`src/rtl/stream_remove_pkg.sv`:
```
// Shared types and keep-mask helpers for stream_byte_remove.
package stream_remove_pkg;

  localparam int MAX_BYTES = 64;

  typedef enum logic [1:0] {
    ST_HEAD,
    ST_BODY,
    ST_TAIL
  } state_t;

  // Bit i is set when byte lane i lies in the top cnt lanes of an nbytes-wide beat.
  function automatic logic [MAX_BYTES-1:0] keep_mask(input logic [7:0] cnt,
                                                     input logic [7:0] nbytes);
    logic [MAX_BYTES-1:0] m;
    int n;
    int c;
    m = '0;
    n = int'(nbytes);
    c = int'(cnt);
    for (int i = 0; i < MAX_BYTES; i++) begin
      m[i] = (i < n) && (i >= n - c);
    end
    return m;
  endfunction

  function automatic logic [7:0] keep_popcount(input logic [MAX_BYTES-1:0] keep);
    logic [7:0] pc;
    pc = '0;
    for (int i = 0; i < MAX_BYTES; i++) begin
      pc = pc + {7'd0, keep[i]};
    end
    return pc;
  endfunction

endpackage

```
`src/rtl/stream_remove_merge.sv`:
```
// Combinational byte merge: residual + head of the new beat, plus the residual that follows.
module stream_remove_merge
  import stream_remove_pkg::*;
#(
  parameter int DATA_WD      = 32,
  parameter int DATA_BYTE_WD = DATA_WD / 8,
  parameter int BYTE_CNT_WD  = $clog2(DATA_BYTE_WD)
) (
  input  logic [DATA_WD-1:0]      res,
  input  logic [DATA_WD-1:0]      data,
  input  logic [DATA_BYTE_WD-1:0] keep,
  input  logic [BYTE_CNT_WD-1:0]  s,
  input  logic [BYTE_CNT_WD:0]    k,
  output logic [DATA_WD-1:0]      merged_data,
  output logic [DATA_BYTE_WD-1:0] merged_keep,
  output logic [DATA_WD-1:0]      next_res,
  output logic                    overflow
);

  localparam int CNT_WD = BYTE_CNT_WD + 1;
  localparam logic [BYTE_CNT_WD:0] BYTES = CNT_WD'(DATA_BYTE_WD);

  logic [DATA_WD-1:0]      data_m;
  logic [DATA_WD-1:0]      merged_raw;
  logic [BYTE_CNT_WD:0]    s_ext;
  logic [BYTE_CNT_WD:0]    res_cnt;
  logic [DATA_BYTE_WD-1:0] mkeep;

  genvar gi;
  generate
    for (gi = 0; gi < DATA_BYTE_WD; gi++) begin : g_lane
      assign data_m[gi*8 +: 8]      = keep[gi]  ? data[gi*8 +: 8]       : 8'h00;
      assign merged_data[gi*8 +: 8] = mkeep[gi] ? merged_raw[gi*8 +: 8] : 8'h00;
    end
  endgenerate

  assign s_ext    = {1'b0, s};
  assign res_cnt  = BYTES - s_ext;
  assign overflow = k > s_ext;

  // With s=0 the shift equals the full width and contributes nothing, as intended.
  assign merged_raw = res | (data_m >> {res_cnt, 3'b000});
  assign next_res   = data_m << {s, 3'b000};
  assign mkeep      = overflow ? '1
                    : DATA_BYTE_WD'(keep_mask(8'(res_cnt + k), 8'(DATA_BYTE_WD)));
  assign merged_keep = mkeep;

endmodule

```
`src/rtl/stream_byte_remove.sv`:
```
// Strips a per-packet count of leading bytes and repacks the stream into full beats.
// Define STREAM_REMOVE_SVA_EN to compile in protocol assertions.
module stream_byte_remove
  import stream_remove_pkg::*;
#(
  parameter int DATA_WD      = 32,
  parameter int DATA_BYTE_WD = DATA_WD / 8,
  parameter int BYTE_CNT_WD  = $clog2(DATA_BYTE_WD)
) (
  input  logic                    clk,
  input  logic                    rst,
  input  logic                    valid_in,
  input  logic [DATA_WD-1:0]      data_in,
  input  logic [DATA_BYTE_WD-1:0] keep_in,
  input  logic                    last_in,
  output logic                    ready_in,
  output logic                    valid_out,
  output logic [DATA_WD-1:0]      data_out,
  output logic [DATA_BYTE_WD-1:0] keep_out,
  output logic                    last_out,
  input  logic                    ready_out,
  input  logic                    valid_remove,
  input  logic [BYTE_CNT_WD-1:0]  byte_remove_cnt,
  output logic                    ready_remove
);

  localparam int CNT_WD = BYTE_CNT_WD + 1;

  state_t                  state_reg, state_next;
  logic [BYTE_CNT_WD-1:0]  s_reg, s_next;
  logic [DATA_WD-1:0]      res_reg, res_next;
  logic [DATA_BYTE_WD-1:0] tail_keep_reg, tail_keep_next;
  logic                    valid_out_reg, valid_out_next;
  logic [DATA_WD-1:0]      data_out_reg, data_out_next;
  logic [DATA_BYTE_WD-1:0] keep_out_reg, keep_out_next;
  logic                    last_out_reg, last_out_next;

  logic                    out_free;
  logic                    in_fire;
  logic [BYTE_CNT_WD-1:0]  s_sel;
  logic [BYTE_CNT_WD:0]    k;
  logic [BYTE_CNT_WD:0]    tail_cnt;
  logic [DATA_BYTE_WD-1:0] tail_mask;
  logic [DATA_WD-1:0]      merged_data;
  logic [DATA_BYTE_WD-1:0] merged_keep;
  logic [DATA_WD-1:0]      next_res;
  logic                    overflow;

  assign out_free = !valid_out_reg || ready_out;
  assign ready_in = !rst && (state_reg == ST_HEAD ? (valid_remove && out_free)
                           : state_reg == ST_BODY ? out_free : 1'b0);
  assign ready_remove = !rst && (state_reg == ST_HEAD) && valid_remove && out_free;
  assign in_fire = valid_in && ready_in;

  // The strip count is taken live on the head beat and from the latch afterwards.
  assign s_sel     = (state_reg == ST_HEAD) ? byte_remove_cnt : s_reg;
  assign k         = CNT_WD'(keep_popcount(MAX_BYTES'(keep_in)));
  assign tail_cnt  = k - {1'b0, s_sel};
  assign tail_mask = DATA_BYTE_WD'(keep_mask(8'(tail_cnt), 8'(DATA_BYTE_WD)));

  stream_remove_merge #(
    .DATA_WD     (DATA_WD),
    .DATA_BYTE_WD(DATA_BYTE_WD),
    .BYTE_CNT_WD (BYTE_CNT_WD)
  ) u_merge (
    .res        (res_reg),
    .data       (data_in),
    .keep       (keep_in),
    .s          (s_sel),
    .k          (k),
    .merged_data(merged_data),
    .merged_keep(merged_keep),
    .next_res   (next_res),
    .overflow   (overflow)
  );

  always_comb begin
    state_next     = state_reg;
    s_next         = s_reg;
    res_next       = res_reg;
    tail_keep_next = tail_keep_reg;
    valid_out_next = valid_out_reg && !ready_out;
    data_out_next  = data_out_reg;
    keep_out_next  = keep_out_reg;
    last_out_next  = last_out_reg;
    case (state_reg)
      ST_HEAD: begin
        if (in_fire) begin
          s_next   = byte_remove_cnt;
          res_next = next_res;
          if (last_in) begin
            // A fully stripped single-beat packet still closes with an empty last beat.
            valid_out_next = 1'b1;
            data_out_next  = next_res;
            keep_out_next  = overflow ? tail_mask : '0;
            last_out_next  = 1'b1;
          end else begin
            state_next = ST_BODY;
          end
        end
      end
      ST_BODY: begin
        if (in_fire) begin
          valid_out_next = 1'b1;
          data_out_next  = merged_data;
          keep_out_next  = merged_keep;
          last_out_next  = last_in && !overflow;
          res_next       = next_res;
          if (last_in) begin
            if (overflow) begin
              tail_keep_next = tail_mask;
              state_next     = ST_TAIL;
            end else begin
              state_next = ST_HEAD;
            end
          end
        end
      end
      ST_TAIL: begin
        if (out_free) begin
          valid_out_next = 1'b1;
          data_out_next  = res_reg;
          keep_out_next  = tail_keep_reg;
          last_out_next  = 1'b1;
          state_next     = ST_HEAD;
        end
      end
      default: state_next = ST_HEAD;
    endcase
  end

  always_ff @(posedge clk) begin
    if (rst) begin
      state_reg     <= ST_HEAD;
      s_reg         <= '0;
      res_reg       <= '0;
      tail_keep_reg <= '0;
      valid_out_reg <= 1'b0;
      data_out_reg  <= '0;
      keep_out_reg  <= '0;
      last_out_reg  <= 1'b0;
    end else begin
      state_reg     <= state_next;
      s_reg         <= s_next;
      res_reg       <= res_next;
      tail_keep_reg <= tail_keep_next;
      valid_out_reg <= valid_out_next;
      data_out_reg  <= data_out_next;
      keep_out_reg  <= keep_out_next;
      last_out_reg  <= last_out_next;
    end
  end

  assign valid_out = valid_out_reg;
  assign data_out  = data_out_reg;
  assign keep_out  = keep_out_reg;
  assign last_out  = last_out_reg;

`ifdef STREAM_REMOVE_SVA_EN
  logic [DATA_BYTE_WD-1:0] keep_in_canon;
  assign keep_in_canon = DATA_BYTE_WD'(keep_mask(8'(k), 8'(DATA_BYTE_WD)));

  a_keep_contig: assert property (@(posedge clk) disable iff (rst)
    valid_in |-> keep_in == keep_in_canon);
  a_keep_full: assert property (@(posedge clk) disable iff (rst)
    valid_in && !last_in |-> &keep_in);
  a_out_stable: assert property (@(posedge clk) disable iff (rst)
    valid_out && !ready_out |=> valid_out && $stable(data_out) && $stable(keep_out)
                                && $stable(last_out));
  a_empty_only_last: assert property (@(posedge clk) disable iff (rst)
    valid_out && ready_out && keep_out == '0 |-> last_out);
`else
  // Checkers are compiled out; datapath behaviour is unchanged.
`endif

endmodule

```
`config.mk`:
```
export PLATFORM = sky130hd
export DESIGN_NAME = stream_byte_remove
export DESIGN_NICKNAME = d
export VERILOG_FILES = /design/src/rtl/stream_remove_pkg.sv /design/src/rtl/stream_remove_merge.sv /design/src/rtl/stream_byte_remove.sv
export SDC_FILE = /design/constraint.sdc
export NUM_CORES = 1
export LEC_CHECK = 0
export BUFFER_PORTS_ARGS = -buffer_cell sky130_fd_sc_hd__clkbuf_2
export CORE_ASPECT_RATIO = 1.5
export CORE_MARGIN = 2
export CORE_UTILIZATION = 30
export DETAILED_ROUTE_END_ITERATION = 6
export MAX_ROUTING_LAYER = met4
export SLEW_MARGIN = 30
export SYNTH_ARGS = -nofsm -noshare
export SYNTH_HDL_FRONTEND = slang
export SYNTH_HIERARCHICAL = 1
export SYNTH_SLANG_ARGS = --single-unit
```
`constraint.sdc`:
```
create_clock -name clk -period 7.3 [get_ports clk]
set_input_delay 0.365 -clock clk [delete_from_list [all_inputs] [get_ports clk]]
set_output_delay 0.365 -clock clk [all_outputs]
set_load 0.02 [all_outputs]
```
==> results of run 1 <==
-- cells by family after synthesis --
logic type / Yosys count / share of synthesized area [%]
DFF: 78 / 27.54
muxes: 6 / 1.147
and+or+nand+nor: 215 / 17.94
xor gates and xnor gates: 3 / 0.7061
AOI/OAI and AO/OA: 321 / 39.25
buffers and inverters: 107 / 7.943
adders and majority gates: 23 / 5.472
-- layout by cell type, fill, tap and decap left out, types with 4 or more instances in the layout --
cell type	count
nor2b_1	5
a31oi_1	8
a22oi_1	44
nand2_1	98
a221oi_1	10
o21ai_0	44
buf_4	14
nor3_1	16
a21oi_1	108
clkbuf_16	9
a22o_1	4
clkbuf_2	83
o21ba_2	8
a211o_1	8
a311o_1	8
dfxtp_1	78
and2_1	4
o2111ai_1	32
nand3_1	11
ha_1	19
a211oi_1	24
nand3b_1	8
inv_1	29
a32oi_1	8
and3_1	24
mux2i_1	4
nor2_1	33
-- power by group --
| part | switching, mW | leakage [nW] | internal (mW) |
|---|---|---|---|
| Sequential | 0.00640 | 0.630 | 0.436 |
| Clock | 0.196 | 0.165 | 0.312 |
| Combinational | 0.291 | 1.55 | 0.150 |
-- layer usage --
layer / wire (um) / vias up / share of wire [%]
li1: - / 2873 / -
met1: 7907 / 2892 / 38
met2: 10470 / 256 / 51
met3: 1252 / 51 / 6.1
met4: 1054 / 0 / 5.1
met5: 0 / - / 0
-- final cells by class --
cell class	count	share of cell area, %
inverters	31	1.782
multi-input cells	568	56.41
repair buffers	97	7.971
well taps	252	4.829
clock buffers	10	3.660
clock inverters	6	1.437
flip-flops and latches	78	23.91
-- through the flow --
| stage | utilization [%] | cells | worst slack [ns] | hold WS, ns | area (um^2) |
|---|---|---|---|---|---|
| floorplan | - | 753 | 1.860 | 0.4341 | 5670 |
| global placement | 33.40 | 1026 | 1.774 | 0.4513 | 6195 |
| detailed placement | 33.40 | 1026 | 1.669 | 0.4529 | 6195 |
| CTS | 35.20 | 1042 | 1.658 | 0.2827 | 6528 |
| global route | 35.21 | 1042 | 1.212 | 0.2988 | 6530 |
| finish | 35.21 | 1042 | 1.620 | 0.2991 | 6530 |
-- worst max-delay path by stage --
stage                                    from                  endpoint  slack (ns)  cells after the start
detailed placement  state_reg[0]$_SDFFE_PP0P_  data_out[3]$_SDFFE_PP0P_        1.67                     20
global placement    state_reg[0]$_SDFFE_PP0P_  data_out[0]$_SDFFE_PP0P_        1.77                     19
global route        state_reg[0]$_SDFFE_PP0P_  data_out[5]$_SDFFE_PP0P_        1.21                     19
finish              state_reg[1]$_SDFFE_PP0P_  data_out[3]$_SDFFE_PP0P_        1.62                     19
CTS                 state_reg[0]$_SDFFE_PP0P_  data_out[2]$_SDFFE_PP0P_        1.66                     20
floorplan           state_reg[0]$_SDFFE_PP0P_  data_out[0]$_SDFFE_PP0P_        1.86                     21
-- critical path: stages, from the launching register on --
cell and delay (ns):
dfxtp_1 0.34, inv_1 0.09, ha_2 0.39, mux2_2 0.58, clkinv_1 0.13, buf_4 0.23, ha_1 0.34, ha_1 0.28
inv_1 0.04, ha_1 0.20, fa_1 0.38, nand3b_2 0.26, a2111oi_4 0.49, ha_1 0.32, nor3_1 0.75, a221oi_1 0.22
a22oi_1 0.20, nand2_1 0.08, o2111ai_1 0.11, a21oi_1 0.09
==> metrics.md, run 1 <==
| Metric | Value |
|---|---|
| Leakage | 2.346 nW |
| Die area | 0.02004 mm^2 |
| H-tree Lvls | 3 |
| Vias per cell | 5.827 |
| Boundary Pins | 84 |
| Critical Path End Type | flop |
| # diodes | 0 |
| Core Footprint | 0.01855 mm^2 |
| Met2 Use GR | 35.21% |
| Most frequent cell after synthesis | a21oi_1 |
| Final setup viols | 0 |
| Post-synth top cells | 108 x a21oi_1, 98 x nand2_1, 78 x dfxtp_1 |
| TNS Setup | 0 ns |
| Fin Clk Skew | 0.008462 ns |
| Cell row count | 61 |
| DP HPWL | 14240 um |
| Min-Delay Endpoint | s_reg[0]$_SDFFE_PP0P_ |
| WL per Instance | 19.86 um |
| CP arrival | 5.87 ns |
| Gr ovfl total | 0 |
| Met3 Use GR | 2.874% |
| Layout net count | 852 |
| Root buf cell | clkbuf_16 |
| DIE WIDTH | 116.3 um |
| IO Port Bufs | 83 |
| Share of layout cells above drive strength 1 | 17.59% |
| Met1 usage in global routing | 24.77% |
| Total wire length | 20690 um |
| CTS tree | done |
| P&R area growth vs syn | 15.16% |
| Net count after synthesis | 820 |
| Relative slew slack | 32.11% |
| Reg2reg start | state_reg[1]$_SDFFE_PP0P_ |
| FMAX | 176.0 MHz |
| R2R depth | 19 |
| Die H | 172.4 um |
| Worst hold path class | in2reg |
| Seq/Total Area, Yosys | 27.54% |
| Mapped cell area | 0.005670 mm^2 |
| Initial antenna violation count | 0 |
| Run status | complete, no violations |
| Post-CTS resize count | 0 |
| FF+latch area | 0.001562 mm^2 |
| Count of pins over their slew limit | 0 |
| Cell taking the most area after synthesis | dfxtp_1 |
| DR DRC count | 0 |
| Initial core utilization | 30.57% |
| Fin crit period | 5.680 ns |
| Top cells by area, synth | dfxtp_1 28%, a21oi_1 9.5%, nand2_1 6.5%, a22oi_1 5.8%, o2111ai_1 4.9% |
| Hold Path Stages | 3 |
| CTS sink cnt | 78 |
| Power per cell area | 213.0 mW/mm^2 |
| Detailed-router iteration count before antenna repair | 5 |
| Mapped Cells | 753 |
| Final Hold Fails | 0 |
| Worst-skew pair later-pin latency | 0.34 ns |
| Post-synth cell types | 57 |
| Peak supply drop | 109.1 uV |
| Critical Path RT | 7.49 ns |
| Layer with the highest usage | met2 |
| Clk buf depth | 2 |
| Filler instances | 1979 |
| Post-route ant nets | 0 |
| #FFs+latches synth | 78 |
| Gp weighted congestion | 0.9664 |
| Largest net degree at the start of global routing | 82 |
| Via count | 6072 |
| Post-synth EDFFs | 0 |
| Max-Cap Viols | 0 |
| Asr flop ratio synth | 0% |
| GR Util All Layers | 21.24% |
| Mapped Avg Cell Area | 7.530 um^2 |
| RSZ-0062 raised after global routing | false |
| Pwr Total | 1.391 mW |
| Synthesis Warnings | 6 |
| Vias in the first global route | 5738 |
| Multi-input logic area | 0.003684 mm^2 |
| Global-route wire length before repair | 31930 um |
| Post-CTS Setup Inserts | 0 |
| TritonCTS Buffers | 9 |
| Actual slew at the worst max-slew pin | 1.016 ns |
| Peak fanout along the critical path | 32 |
| Crit path kind | reg2reg |
| Dominant synthesized flop cell | dfxtp_1 |
| Hold buffers post-CTS | 0 |
| R2R setup slack | 1.62 ns |
| Tcrit/Tclk final | 77.81% |
| Clock transition at path regs | 0.07 ns |
| First-iteration detailed-routing DRC count | 513 |
| Yosys top cell area share | 27.54% |
| Worst setup SP type | flop |
| Worst Hold Launch | byte_remove_cnt[0] |
| R2R Path End | data_out[3]$_SDFFE_PP0P_ |
(Power assumes the default switching activity.)
==> run 2: changes to the inputs <==
- clock period: 7.3 -> 5.6 ns (I/O delays scaled with it)
==> metrics.md, run 2 (same netlist as run 1, synthesis figures left out) <==
| Metric | Value |
|---|---|
| CTS tree | done |
| Worst-skew pair later-pin latency | 0.35 ns (about the same) |
| Total wire length | 20720 um (+0.14%) |
| IO Port Bufs | 83 (unchanged) |
| Gr ovfl total | 0 (unchanged) |
| Switching Share | 35.57% (+0.091 points) |
| # diodes | 0 (unchanged) |
| Worst hold path class | in2reg |
| RSZ-0062 raised after global routing | false |
| Global-route wire length before repair | 31900 um (-0.11%) |
| Final setup viols | 0 (unchanged) |
| Share of layout cells above drive strength 1 | 18.07% (+0.47 points) |
| Seq pwr share | 32.6% (+0.8 points) |
| H-tree Lvls | 3 (unchanged) |
| Post-CTS resize count | 0 (unchanged) |
| Initial antenna violation count | 0 (unchanged) |
| Worst setup SP type | flop |
| Pwr Total | 1.766 mW (+27%) |
| Leakage | 2.371 nW (+1.0%) |
| TritonCTS Buffers | 9 (unchanged) |
| Most frequent cells in the layout | 108 x a21oi_1, 98 x nand2_1, 83 x clkbuf_2, 78 x dfxtp_1 |
| Boundary Pins | 84 (unchanged) |
| Die area | 0.02004 mm^2 (unchanged) |
| Crit path kind | reg2reg |
| Die H | 172.4 um (unchanged) |
| Initial core utilization | 30.57% (unchanged) |
| Critical Path End Type | flop |
| Root buf cell | clkbuf_16 |
| Commonest non-fill, non-tap cell in the layout | a21oi_1 |
| DP HPWL | 14270 um (+0.21%) |
| Clock transition at path regs | 0.06 ns (about the same) |
| Critical Path RT | 5.79 ns (-1.70 ns) |
| Actual slew at the worst max-slew pin | 0.9886 ns (-0.02783 ns) |
| Slowest stage delay, CP | 0.59 ns (-0.16 ns) |
| Tcrit/Tclk final | 85.36% (+7.5 points) |
| P&R area growth vs syn | 15.67% |
| Peak supply drop | 136.6 uV (+25%) |
| DR DRC count | 0 (unchanged) |
| Largest net degree at the start of global routing | 82 (unchanged) |
| CTS sink cnt | 78 (unchanged) |
| Final Hold Fails | 0 (unchanged) |
| Run status | complete, no violations |
| Relative slew slack | 33.97% (+1.9 points) |
| Psw | 0.6282 mW (+27%) |
| Detailed-router iteration count before antenna repair | 5 (unchanged) |
| Vias in the first global route | 5726 (-0.21%) |
| Hold buffers post-CTS | 0 (unchanged) |
| Cell row count | 61 (unchanged) |
| First-iteration detailed-routing DRC count | 540 (+5.3%) |
| DIE WIDTH | 116.3 um (unchanged) |
| Fin Clk Skew | 0.008271 ns (-0.0001909 ns) |
| Post-route insts no fill | 1049 (+0.67%) |
| Cell total after placement | 1034 (+0.78%) |
| FMAX | 209.2 MHz (+19%) |
| Count of pins over their slew limit | 0 (unchanged) |
| Post-CTS Setup Inserts | 0 (unchanged) |
| Max-Cap Viols | 0 (unchanged) |
| Clk buf depth | 2 (unchanged) |
| Top cell by count, worst path | inv_1 |
| Core Footprint | 0.01855 mm^2 (unchanged) |
| Gp weighted congestion | 0.9336 (-3.4%) |
| Vias per cell | 5.781 (-0.80%) |
| Power per cell area | 269.3 mW/mm^2 (+26%) |
| Worst path cell trace | inv_1 > ha_2 > mux2i_1 > inv_1 > inv_1 > ha_1 > ha_1 > inv_1 > ha_1 > fa_1 > nand3b_2 > a2111oi_4 > ha_1 > inv_1 > a2111oi_4 > a221oi_1 > a22oi_1 > nand2_1 > o2111ai_1 > a21oi_1 |
| GR Util All Layers | 21.37% (+0.13 points) |
| Critical-path top delay cell | a2111oi_4 |
| CP arrival | 4.97 ns (-0.90 ns) |
| Layout net count | 860 (+0.94%) |
| Fin crit period | 4.780 ns (-0.9005 ns) |
| Peak fanout along the critical path | 11 (-66%) |
| TNS Setup | 0 ns (unchanged) |
| WL per Instance | 19.75 um (-0.53%) |
| Post-route ant nets | 0 (unchanged) |
| Via count | 6064 (-0.13%) |
| Part of the power in combinational logic | 32.9% (+1.2 points) |
| Pint | 1.138 mW (+27%) |
| Clk pwr share | 34.5% (-2.0 points) |
-- run 2: stage by stage --
step / cell area (um^2) / setup slack, ns / hold slack [ns] / util [%]
2_1_floorplan: 5670 / 0.1596 / 0.4277 / -
3_3_place_gp: 6247 / 0.9159 / 0.4471 / 33.68
3_5_place_dp: 6259 / 0.8351 / 0.4498 / 33.74
4_1_cts: 6559 / 0.8454 / 0.2256 / 35.36
5_1_grt: 6559 / 0.4969 / 0.2496 / 35.36
6_report: 6559 / 0.8201 / 0.2294 / 35.36
-- run 2: cell type report --
| cell class | count | area, um^2 |
|---|---|---|
| inverter | 31 | 116.4 |
| clock buffer | 12 | 256.5 |
| timing repair buffer | 105 | 584.3 |
| sequential | 78 | 1562 |
| multi-input combinational | 568 | 3681 |
| fill | 1957 | 11990 |
| tap | 252 | 315.3 |
| clock inverter | 3 | 43.79 |
-- run 2: power groups by stage --
stage          sequential (mW)  clock (mW)  combinational, mW
3_5_place_dp             0.589           0              0.570
3_3_place_gp             0.589           0              0.568
6_report                 0.576       0.609              0.581
2_1_floorplan            0.596           0              0.398
5_1_grt                  0.578       0.639              0.630
4_1_cts                  0.576       0.617              0.572
-- run 2: path summary, 6_finish.rpt --
| kind | cells after the start | startpoint | end | slack [ns] |
|---|---|---|---|---|
| setup reg to reg | 20 | state_reg[0]$_SDFFE_PP0P_ | data_out[7]$_SDFFE_PP0P_ | 0.82 |
| setup / recovery | 20 | state_reg[0]$_SDFFE_PP0P_ | data_out[7]$_SDFFE_PP0P_ | 0.82 |
| hold / removal | 3 | byte_remove_cnt[1] | s_reg[1]$_SDFFE_PP0P_ | 0.23 |
| hold reg to reg | 2 | tail_keep_reg[1]$_SDFFE_PP0P_ | tail_keep_reg[1]$_SDFFE_PP0P_ | 0.46 |
-- run 2: per-layer routing --
layer | vias up | wire [um] | GRT usage, %
met1 | 2866 | 8169 | 24.82
met4 | 0 | 1126 | 12.32
met5 | - | 0 | -
met3 | 54 | 1172 | 2.419
met2 | 248 | 10250 | 35.41
li1 | 2896 | - | -
-- run 2: worst max-delay path: cells and delay by family (launching register included) --
kind	cells	cell delay (ns)
adder cells (fa/ha/maj)	6	1.57
flip-flops	1	0.34
AO/OA/AOI/OAI	6	1.59
buffers and inverters	5	0.52
AND/OR/NAND/NOR	2	0.33
multiplexers	1	0.29
==> run 3: changes to the inputs <==
- CELL_PAD_IN_SITES_DETAIL_PLACEMENT: not set -> 0
- CELL_PAD_IN_SITES_GLOBAL_PLACEMENT: not set -> 1
- CORE_UTILIZATION: 30 -> 25
- PLACE_DENSITY_LB_ADDON: not set -> 0.1
- clock period: 5.6 -> 4.5 ns (I/O delays scaled with it)
==> metrics.md, run 3 (same netlist as run 1, synthesis figures left out) <==
| Metric | Value |
|---|---|
| Run status | complete, no violations |
| CP arrival | 4.36 ns (-0.61 ns) |
| Worst hold path class | in2reg |
| Peak supply drop | 180.1 uV (+32%) |
| First-iteration detailed-routing DRC count | 430 (-20%) |
| Initial core utilization | 25.43% (-5.1 points) |
| # diodes | 0 (unchanged) |
| Worst path depth | 19 (-5.0%) |
| Worst-skew pair later-pin latency | 0.36 ns (about the same) |
| Critical-path top delay cell | dfxtp_1 |
| Dpl cell area | 0.006392 mm^2 (+2.1%) |
| Die H | 188.5 um (+9.3%) |
| Hold Path Stages | 3 (unchanged) |
| Post-route ant nets | 0 (unchanged) |
| Detailed-router iteration count before antenna repair | 5 (unchanged) |
| Final Util | 29.97% (-5.4 points) |
| CP Buf/Inv Count | 4 (-1) |
| Initial antenna violation count | 0 (unchanged) |
| Relative slew slack | 35.39% (+1.4 points) |
| Cell total after placement | 1066 (+3.1%) |
| TritonCTS Buffers | 9 (unchanged) |
| Worst setup SP type | flop |
| Largest net degree at the start of global routing | 81 (-1.2%) |
| Actual slew at the worst max-slew pin | 0.9692 ns (-0.01942 ns) |
| R2R depth | 19 (-5.0%) |
| Die area | 0.02393 mm^2 (+19%) |
| P&R area growth vs syn | 17.87% |
| Post-CTS resize count | 0 (unchanged) |
| FMAX | 240.2 MHz (+15%) |
| Boundary Pins | 84 (unchanged) |
| CTS sink cnt | 78 (unchanged) |
| DP HPWL | 16690 um (+17%) |
| Leakage | 2.424 nW (+2.3%) |
| Hold buffers post-CTS | 0 (unchanged) |
| Via count | 6135 (+1.2%) |
| Final Hold Fails | 0 (unchanged) |
| DIE WIDTH | 127.0 um (+9.2%) |
| Worst Slack Setup Final | 0.3365 ns (-0.4836 ns) |
| Post-route cell area | 0.006684 mm^2 (+1.9%) |
| Cell family with most CP delay | adder cells |
| Core Footprint | 0.02230 mm^2 (+20%) |
| Fin crit period | 4.163 ns (-0.6164 ns) |
| Most frequent cells in the layout | 108 x a21oi_1, 98 x nand2_1, 83 x clkbuf_2, 78 x dfxtp_1 |
| Vias per cell | 5.670 (-1.9%) |
| Final setup viols | 0 (unchanged) |
| Fin Clk Skew | 0.007266 ns (-0.001006 ns) |
| Commonest non-fill, non-tap cell in the layout | a21oi_1 |
| RSZ-0062 raised after global routing | false |
| Peak fanout along the critical path | 9 (-2) |
| Vias in the first global route | 5946 (+3.8%) |
| DR DRC count | 0 (unchanged) |
| Slowest stage delay, CP | 0.41 ns (-0.18 ns) |
| Clock transition at path regs | 0.07 ns (about the same) |
| Critical Path End Type | flop |
| Pwr Total | 2.268 mW (+28%) |
| Share of layout cells above drive strength 1 | 19.98% (+1.9 points) |
| Layout net count | 868 (+0.93%) |
| Placement Setup Slack | 0.1492 ns (-0.6859 ns) |
| Critical Path RT | 4.69 ns (-1.10 ns) |
| Clk buf depth | 2 (unchanged) |
| Post-Route Hold Slack | 0.1567 ns (-0.07273 ns) |
| Total wire length | 24310 um (+17%) |
| Root buf cell | clkbuf_16 |
| IO Port Bufs | 83 (unchanged) |
| Tcrit/Tclk final | 92.52% (+7.2 points) |
| Count of pins over their slew limit | 0 (unchanged) |
| Post-CTS Setup Inserts | 0 (unchanged) |
| Cell row count | 67 (+9.8%) |
| Global-route wire length before repair | 37070 um (+16%) |
| Worst path cell trace | inv_2 > ha_4 > mux2i_1 > inv_1 > inv_1 > ha_4 > ha_1 > inv_1 > ha_1 > fa_1 > nand3b_4 > a2111oi_4 > ha_1 > nor3_4 > a221oi_1 > a22oi_1 > nand2_1 > o2111ai_1 > a21oi_1 |
| TNS Setup | 0 ns (unchanged) |
| GR Util All Layers | 20.72% (-0.65 points) |
| Crit path kind | reg2reg |
| H-tree Lvls | 3 (unchanged) |
| Post-route insts no fill | 1082 (+3.1%) |
| CTS tree | done |
| Gp weighted congestion | 0.8662 (-7.2%) |
| WL per Instance | 22.47 um (+14%) |
| Gr ovfl total | 0 (unchanged) |
| Power per cell area | 339.4 mW/mm^2 (+26%) |
| Max-Cap Viols | 0 (unchanged) |
## run 3: layer usage
| layer | wire, um | up-vias | GRT usage [%] |
|---|---|---|---|
| met5 | 0 | - | - |
| li1 | - | 2921 | - |
| met2 | 12660 | 192 | 36.35 |
| met1 | 10050 | 2994 | 24.24 |
| met4 | 660 | 0 | 7.185 |
| met3 | 941 | 28 | 2.612 |
## run 3: worst paths after layout
| path | start | end | slack [ns] |
|---|---|---|---|
| worst max register to register | state_reg[0]$_SDFFE_PP0P_ | data_out[3]$_SDFFE_PP0P_ | 0.34 |
| worst min register to register | tail_keep_reg[1]$_SDFFE_PP0P_ | tail_keep_reg[1]$_SDFFE_PP0P_ | 0.46 |
| worst max-delay path | state_reg[0]$_SDFFE_PP0P_ | data_out[3]$_SDFFE_PP0P_ | 0.34 |
| worst min-delay path | byte_remove_cnt[0] | s_reg[0]$_SDFFE_PP0P_ | 0.16 |
## run 3: worst min-delay path: stages
cell	delay [ns]
clkbuf_2	0.11
nand3_1	0.07
a21oi_1	0.06
## run 3: power breakdown
group	total (mW)	leakage [nW]	switching [mW]	internal, mW
registers	0.717	0.630	0.0103	0.706
logic	0.809	1.66	0.518	0.290
clock network	0.743	0.138	0.344	0.399
total	2.27	2.42	0.872	1.40
## run 3: cell type report
| type | count | area, um^2 |
|---|---|---|
| inverters | 31 | 117.6 |
| fillers | 2451 | 15620 |
| clock buffers | 10 | 239.0 |
| multi-input cells | 568 | 3727 |
| flip-flops and latches | 78 | 1562 |
| repair buffers | 113 | 640.6 |
| well taps | 276 | 345.3 |
| clock inverters | 6 | 52.55 |
